`src/rtl/uart_bus_master.sv`:
```
// UART debug bridge: 'W' addr[4] data[4] / 'R' addr[4] commands become single bus transactions.
// Optional bus and inter-byte timeouts are enabled by defining UART_BUS_MASTER_TIMEOUT_EN.
module uart_bus_master #(
    parameter int TIMEOUT_CYCLES = 1024
) (
    input  logic        clk,
    input  logic        reset,
    input  logic        baudclk16,
    input  logic        rxd,
    output logic        txd,
    output logic        mem_valid,
    output logic [31:0] mem_addr,
    output logic [31:0] mem_wdata,
    output logic [3:0]  mem_wstrb,
    input  logic        mem_ready,
    input  logic [31:0] mem_rdata,
    output logic        busy
);
    typedef enum logic [1:0] {RX_IDLE, RX_START, RX_DATA, RX_STOP} rx_state_t;
    typedef enum logic [2:0] {IDLE, ADDR, DATA, BUS, RESP} state_t;

    localparam logic [7:0] CMD_W  = 8'h57;
    localparam logic [7:0] CMD_R  = 8'h52;
    localparam logic [7:0] RSP_OK = 8'h4B;
    localparam logic [7:0] RSP_UN = 8'h3F;

    // ---------------- receiver ----------------
    logic [1:0] rx_sync;
    rx_state_t  rx_state;
    logic [3:0] rx_cnt;
    logic [2:0] rx_bit;
    logic [7:0] rx_sh;
    logic       rx_valid;
    logic       rx_ferr;

    // NOTE: sequential state uses non-blocking assignments so every flop samples pre-edge values.
    always_ff @(posedge clk or posedge reset) begin
        if (reset) begin
            rx_sync  <= 2'b11;
            rx_state <= RX_IDLE;
            rx_cnt   <= 4'd0;
            rx_bit   <= 3'd0;
            rx_sh    <= 8'd0;
            rx_valid <= 1'b0;
            rx_ferr  <= 1'b0;
        end else begin
            rx_sync  <= {rx_sync[0], rxd};
            rx_valid <= 1'b0;
            rx_ferr  <= 1'b0;
            if (baudclk16) begin
                rx_cnt <= rx_cnt + 4'd1;
                case (rx_state)
                    RX_IDLE: begin
                        rx_cnt <= 4'd0;
                        if (!rx_sync[1]) rx_state <= RX_START;
                    end
                    RX_START: begin
                        // Mid-start re-check filters glitches on the line.
                        if (rx_cnt == 4'd7) begin
                            rx_cnt   <= 4'd0;
                            rx_bit   <= 3'd0;
                            rx_state <= rx_sync[1] ? RX_IDLE : RX_DATA;
                        end
                    end
                    RX_DATA: begin
                        if (rx_cnt == 4'd15) begin
                            rx_sh  <= {rx_sync[1], rx_sh[7:1]};
                            rx_bit <= rx_bit + 3'd1;
                            if (rx_bit == 3'd7) rx_state <= RX_STOP;
                        end
                    end
                    default: begin
                        if (rx_cnt == 4'd15) begin
                            rx_state <= RX_IDLE;
                            rx_valid <= rx_sync[1];
                            rx_ferr  <= !rx_sync[1];
                        end
                    end
                endcase
            end
        end
    end

    // ---------------- parser ----------------
    state_t      state, next_state;
    logic        is_write;
    logic [1:0]  byte_cnt;
    logic [31:0] addr_sh;
    logic [31:0] resp_sh;
    logic [2:0]  resp_left;
    logic        bus_timeout;
    logic        ib_timeout;
    logic        tx_active;
    logic [3:0]  tx_cnt;
    logic [3:0]  tx_bit;
    logic [7:0]  tx_sh;
    logic        tx_last;
    logic        tx_start;

    assign mem_addr = {addr_sh[31:2], 2'b00};
    assign tx_last  = tx_active && (tx_cnt == 4'd15) && (tx_bit == 4'd9);
    // A new byte may start on the very tick that ends the previous stop bit.
    assign tx_start = baudclk16 && (state == RESP) && (resp_left != 3'd0) && (!tx_active || tx_last);

`ifdef UART_BUS_MASTER_TIMEOUT_EN
    localparam int TO_W = $clog2(TIMEOUT_CYCLES + 1);
    logic [TO_W-1:0] bus_cnt;
    logic [11:0]     ib_cnt;

    always_ff @(posedge clk or posedge reset) begin
        if (reset) begin
            bus_cnt <= '0;
            ib_cnt  <= 12'd0;
        end else begin
            bus_cnt <= (state == BUS) ? bus_cnt + TO_W'(1) : '0;
            if (!(state == ADDR || state == DATA) || rx_valid) ib_cnt <= 12'd0;
            else if (baudclk16) ib_cnt <= ib_cnt + 12'd1;
        end
    end

    assign bus_timeout = (state == BUS) && (bus_cnt == TO_W'(TIMEOUT_CYCLES - 1));
    assign ib_timeout  = baudclk16 && (ib_cnt == 12'hFFF) && (state == ADDR || state == DATA);
`else
    assign bus_timeout = 1'b0;
    assign ib_timeout  = 1'b0;
`endif

    always_ff @(posedge clk or posedge reset) begin
        if (reset) state <= IDLE;
        else       state <= next_state;
    end

    // NOTE: next_state gets its default first so no path through the case can infer a latch.
    always_comb begin
        next_state = state;
        case (state)
            IDLE: if (rx_valid) next_state = (rx_sh == CMD_W || rx_sh == CMD_R) ? ADDR : RESP;
            ADDR: begin
                if (rx_ferr || ib_timeout)               next_state = IDLE;
                else if (rx_valid && byte_cnt == 2'd3)   next_state = is_write ? DATA : BUS;
            end
            DATA: begin
                if (rx_ferr || ib_timeout)               next_state = IDLE;
                else if (rx_valid && byte_cnt == 2'd3)   next_state = BUS;
            end
            BUS:  if ((mem_valid && mem_ready) || bus_timeout) next_state = RESP;
            RESP: if (resp_left == 3'd0 && baudclk16 && tx_last) next_state = IDLE;
            default: next_state = IDLE;
        endcase
    end

    always_ff @(posedge clk or posedge reset) begin
        if (reset) begin
            is_write  <= 1'b0;
            byte_cnt  <= 2'd0;
            addr_sh   <= 32'd0;
            mem_wdata <= 32'd0;
            resp_sh   <= 32'd0;
            resp_left <= 3'd0;
            mem_valid <= 1'b0;
            mem_wstrb <= 4'h0;
            busy      <= 1'b0;
        end else begin
            mem_valid <= (next_state == BUS);
            mem_wstrb <= (next_state == BUS && is_write) ? 4'hF : 4'h0;
            busy      <= (next_state != IDLE);
            case (state)
                IDLE: if (rx_valid) begin
                    is_write  <= (rx_sh == CMD_W);
                    byte_cnt  <= 2'd0;
                    resp_sh   <= {RSP_UN, 24'd0};
                    resp_left <= 3'd1;
                end
                ADDR: if (rx_valid) begin
                    addr_sh  <= {addr_sh[23:0], rx_sh};
                    byte_cnt <= byte_cnt + 2'd1;
                end
                DATA: if (rx_valid) begin
                    mem_wdata <= {mem_wdata[23:0], rx_sh};
                    byte_cnt  <= byte_cnt + 2'd1;
                end
                BUS: begin
                    if (mem_valid && mem_ready) begin
                        resp_sh   <= is_write ? {RSP_OK, 24'd0} : mem_rdata;
                        resp_left <= is_write ? 3'd1 : 3'd4;
                    end else if (bus_timeout) begin
                        resp_sh   <= {8'h54, 24'd0};
                        resp_left <= 3'd1;
                    end
                end
                RESP: if (tx_start) begin
                    resp_sh   <= {resp_sh[23:0], 8'd0};
                    resp_left <= resp_left - 3'd1;
                end
                default: ;
            endcase
        end
    end

    // ---------------- transmitter ----------------
    always_ff @(posedge clk or posedge reset) begin
        if (reset) begin
            txd       <= 1'b1;
            tx_active <= 1'b0;
            tx_cnt    <= 4'd0;
            tx_bit    <= 4'd0;
            tx_sh     <= 8'd0;
        end else if (tx_start) begin
            txd       <= 1'b0;
            tx_active <= 1'b1;
            tx_cnt    <= 4'd0;
            tx_bit    <= 4'd0;
            tx_sh     <= resp_sh[31:24];
        end else if (baudclk16 && tx_active) begin
            tx_cnt <= tx_cnt + 4'd1;
            if (tx_cnt == 4'd15) begin
                tx_bit <= tx_bit + 4'd1;
                if (tx_bit == 4'd9) begin
                    tx_active <= 1'b0;
                    txd       <= 1'b1;
                end else if (tx_bit == 4'd8) begin
                    txd <= 1'b1;
                end else begin
                    txd   <= tx_sh[0];
                    tx_sh <= {1'b0, tx_sh[7:1]};
                end
            end
        end
    end

endmodule

```
`config.mk`:
```
export PLATFORM = sky130hd
export DESIGN_NAME = uart_bus_master
export DESIGN_NICKNAME = d
export VERILOG_FILES = /design/src/rtl/uart_bus_master.sv
export SDC_FILE = /design/constraint.sdc
export NUM_CORES = 1
export LEC_CHECK = 0
export ABC_AREA = 0
export CAP_MARGIN = 20
export CORE_UTILIZATION = 50
export DETAILED_ROUTE_END_ITERATION = 10
export PLACE_DENSITY = 0.75
export SYNTH_ARGS = -nofsm -noshare
export SYNTH_HDL_FRONTEND = slang
export SYNTH_SLANG_ARGS = --single-unit
```
`constraint.sdc`:
```
create_clock -name clk -period 5.9 [get_ports clk]
set_clock_uncertainty 0.15 [all_clocks]
set_input_delay 1.18 -clock clk [delete_from_list [all_inputs] [get_ports clk]]
set_output_delay 1.18 -clock clk [all_outputs]
set_load 0.01 [all_outputs]
```
==> qor.txt <==
Clk network pwr share: 40.8%
Worst Setup Start Kind: input pin
Cell Area, Placed: 7510 um^2
CTS H-tree lvls: 4
final worst-path cycle share: 53.0%
Port Buffers: 105
Seq cells post-synth: 147
largest net degree at the start of global routing: 106
drt pass-1 iters: 4
setup TNS: 0 ns
DR iter-0 viols: 387
path type of the worst setup path: input pin to flop
number of enable flip-flop cells after synthesis: 0
vias in the first global route: 4393
clk sinks: 147
Final Non-Filler Cells: 818
Final Critical Period: 3.13 ns
top cell type by total area after synthesis: dfrtp_1
Reg clk slew, reported paths: 0.06 ns
Hold Violations, Final: 0
n_diodes: 0
maximum buffer depth of the clock tree: 2
Worst Path Required: 6.02 ns
internal power: 1.94 mW
CTS buffer count: 17
sw power: 0.765 mW
vias per std cell: 5.50
TritonCTS clock tree: built
gr usage total: 20.7%
Seq pwr share: 43.9%
Critical Path Fanout Max: 24
chip height: 117 um
Top Ports: 108
setup bufs post-CTS: 0
Async S/R FF share, synth: 100%
die width: 117 um
area of the core: 12800 um^2
Slew HR: 38.9%
total wire length: 13200 um
Avg Inst Size Synth: 11.7 um^2
endpoints failing setup: 0
Main synth FF type: dfrtp_1
Switching Fraction: 28.3%
drt wl/cell: 16.2 um
area delta synth->final: 22.7%
delay-heaviest family, CP: simple AND/OR/NAND/NOR gates
drc violations: 0
Overflow after GRT: 0
ranking of synthesized cells by area: dfrtp_1, mux2_2, buf_4
M1 GR Usage: 27.6%
slowest stage delay, CP: 0.74 ns
pwr/cell area: 332 nW/um^2
first-pass GRT wire length: 21600 um
Mapped Cells: 569
Max-Cap Viols: 0
Leak Pwr: 3.65 nW
mapped cell area: 6640 um^2
Hold-fix buffers, CTS: 0
crit path max-delay cell type: clkdlybuf4s50_1
run status: complete, no violations
met2 Track Usage GR: 32.8%
Slew Limit Fails: 0
slew at the pin closest to its max-slew limit: 0.917 ns
post-CTS resize count: 0
Util after Layout: 63.7%
total power: 2.70 mW
post-synth cell types: 54
Cells after DPL: 785
CP Cell Sequence: clkdlybuf4s50_1, nor2b_1, and3_1, o21ai_0
via count: 4501
Final #Nets: 680
Synth top area share: 54.3%
site row count: 41
layout cell share with drive strength beyond 1: 18.9%
root buf cell: clkbuf_16
maximum vdd drop: 0.000217 V
antenna violations before repair: 0
Die ar.: 13700 um^2
RSZ-0062 raised after global routing: no
GR Util met3: 4.94%
GRT Max-Usage Layer: met2
capturing element type of the critical path: flop
Final Cell Area: 8140 um^2
WP data arrival: 3.24 ns
GPL Wtd Cong: 0.801
number of routed nets with antenna violations: 0
synth warn: 0
post-synthesis sequential area ratio: 55.5%
Hold/Removal Path Class: flop to flop
initial core utilization: 52.0%
f_max: 320 MHz
power share of the combinational group: 15.2%
CP Buf/Inv Count: 1
post-DP HPWL: 8790 um
Clock Latency Late Sink: 0.42 ns
-- Yosys cell counts, types with 4 or more instances --
library cell / instances
nand2b_1: 5
buf_4: 38
dfrtp_1: 144
and3_1: 4
buf_2: 10
nand4_1: 4
ha_1: 10
a21oi_1: 9
xor2_1: 4
nor3_1: 5
nand3_1: 8
o21ai_0: 52
inv_1: 10
o21ai_1: 34
mux2_2: 69
mux2i_1: 8
nor2b_1: 7
mux2_1: 6
nand2_1: 36
buf_6: 5
nor2_1: 18
clkbuf_1: 13
a22oi_1: 17
o22ai_1: 10
-- sequential cells by signal, summed over array words and instances (netlist names) --
signal     flops
rx_cnt         4
addr_sh       32
rx_valid       1
txd            1
rx_sh          8
byte_cnt       2
is_write       1
mem_wstrb      1
rx_sync        2
busy           1
mem_wdata     32
resp_left      3
rx_bit         3
state          3
mem_valid      1
tx_sh          8
tx_bit         4
rx_ferr        1
tx_active      1
tx_cnt         4
resp_sh       32
rx_state       2
-- final timing paths --
check	from	end	slack, ns	cells after the start
max	baudclk16	tx_sh[4]	2.77	4
min	rx_sync[0]	rx_sync[1]	0.21	0
max reg2reg	state[1]	tx_sh[4]	3.16	4
min reg2reg	rx_sync[0]	rx_sync[1]	0.21	0
max in group asynchronous	reset	addr_sh[10]	3.30	3
min in group asynchronous	reset	tx_cnt[0]	1.18	2
-- routing by layer --
metal  vias to the layer above  share of wire (%)
li1                       2117                  -
met1                      2258                 45
met2                       114                 49
met3                        12                4.1
met4                         0                1.4
met5                         -                  0
-- placed cells by master (no fill, tap or decap), types with 3 or more instances in the layout --
master | netlist | final
dfrtp_1 | 144 | 144
clkdlybuf4s50_1 | 0 | 105
mux2_2 | 69 | 69
o21ai_0 | 52 | 52
nand2_1 | 36 | 36
o21ai_1 | 34 | 34
nor2_1 | 18 | 17
a22oi_1 | 17 | 17
clkbuf_16 | 0 | 17
o22ai_1 | 10 | 10
ha_1 | 10 | 10
a21oi_1 | 9 | 9
inv_1 | 10 | 9
nand3_1 | 8 | 8
mux2i_1 | 8 | 8
nor2b_1 | 7 | 7
mux2_1 | 6 | 6
nand2b_1 | 5 | 5
nor3_1 | 5 | 5
inv_6 | 0 | 5
clkinvlp_4 | 0 | 5
and3_1 | 4 | 4
nand4_1 | 4 | 4
xor2_1 | 4 | 4
buf_4 | 38 | 4
nand3b_1 | 3 | 3
a31oi_1 | 3 | 3
xnor2_1 | 3 | 3
bufinv_16 | 0 | 3
dfstp_2 | 3 | 3
-- layout make-up --
type                    instances  area (um^2)
flip-flops and latches        147         3680
multi-input cells             347         2490
clock buffers                  18          439
inverters                      10         42.5
clock inverters                14          176
repair buffers                110         1100
fillers                       968         4630
well taps                     172          215
-- power by group through the flow --
stage                     registers (mW)  clock network (mW)  logic [mW]
after floorplan                     1.17                   0       0.353
after global placement              1.19                   0       0.389
after detailed placement            1.20                   0       0.409
after CTS                           1.18                1.13       0.411
after global routing                1.20                1.17       0.467
final                               1.19                1.10       0.412
-- logic make-up after synthesis --
kind of cell,count (synthesis),share of synthesized area [%]
compound gates,140,12.3
xor+xnor,7,0.924
fa+ha+maj,10,1.89
buf+inv,76,7.20
flops,147,55.5
mux,83,13.9
other cells,1,0.0565
simple gates,105,8.24
-- per-stage QoR --
stage / setup slack (ns) / hold slack (ns)
floorplan: 0.624 / 0.195
global placement: 2.48 / 0.198
detailed placement: 2.36 / 0.200
CTS: 2.80 / 0.209
global route: 2.53 / 0.214
finish: 2.77 / 0.207
No activity file was read; power rests on OpenSTA's default activity.
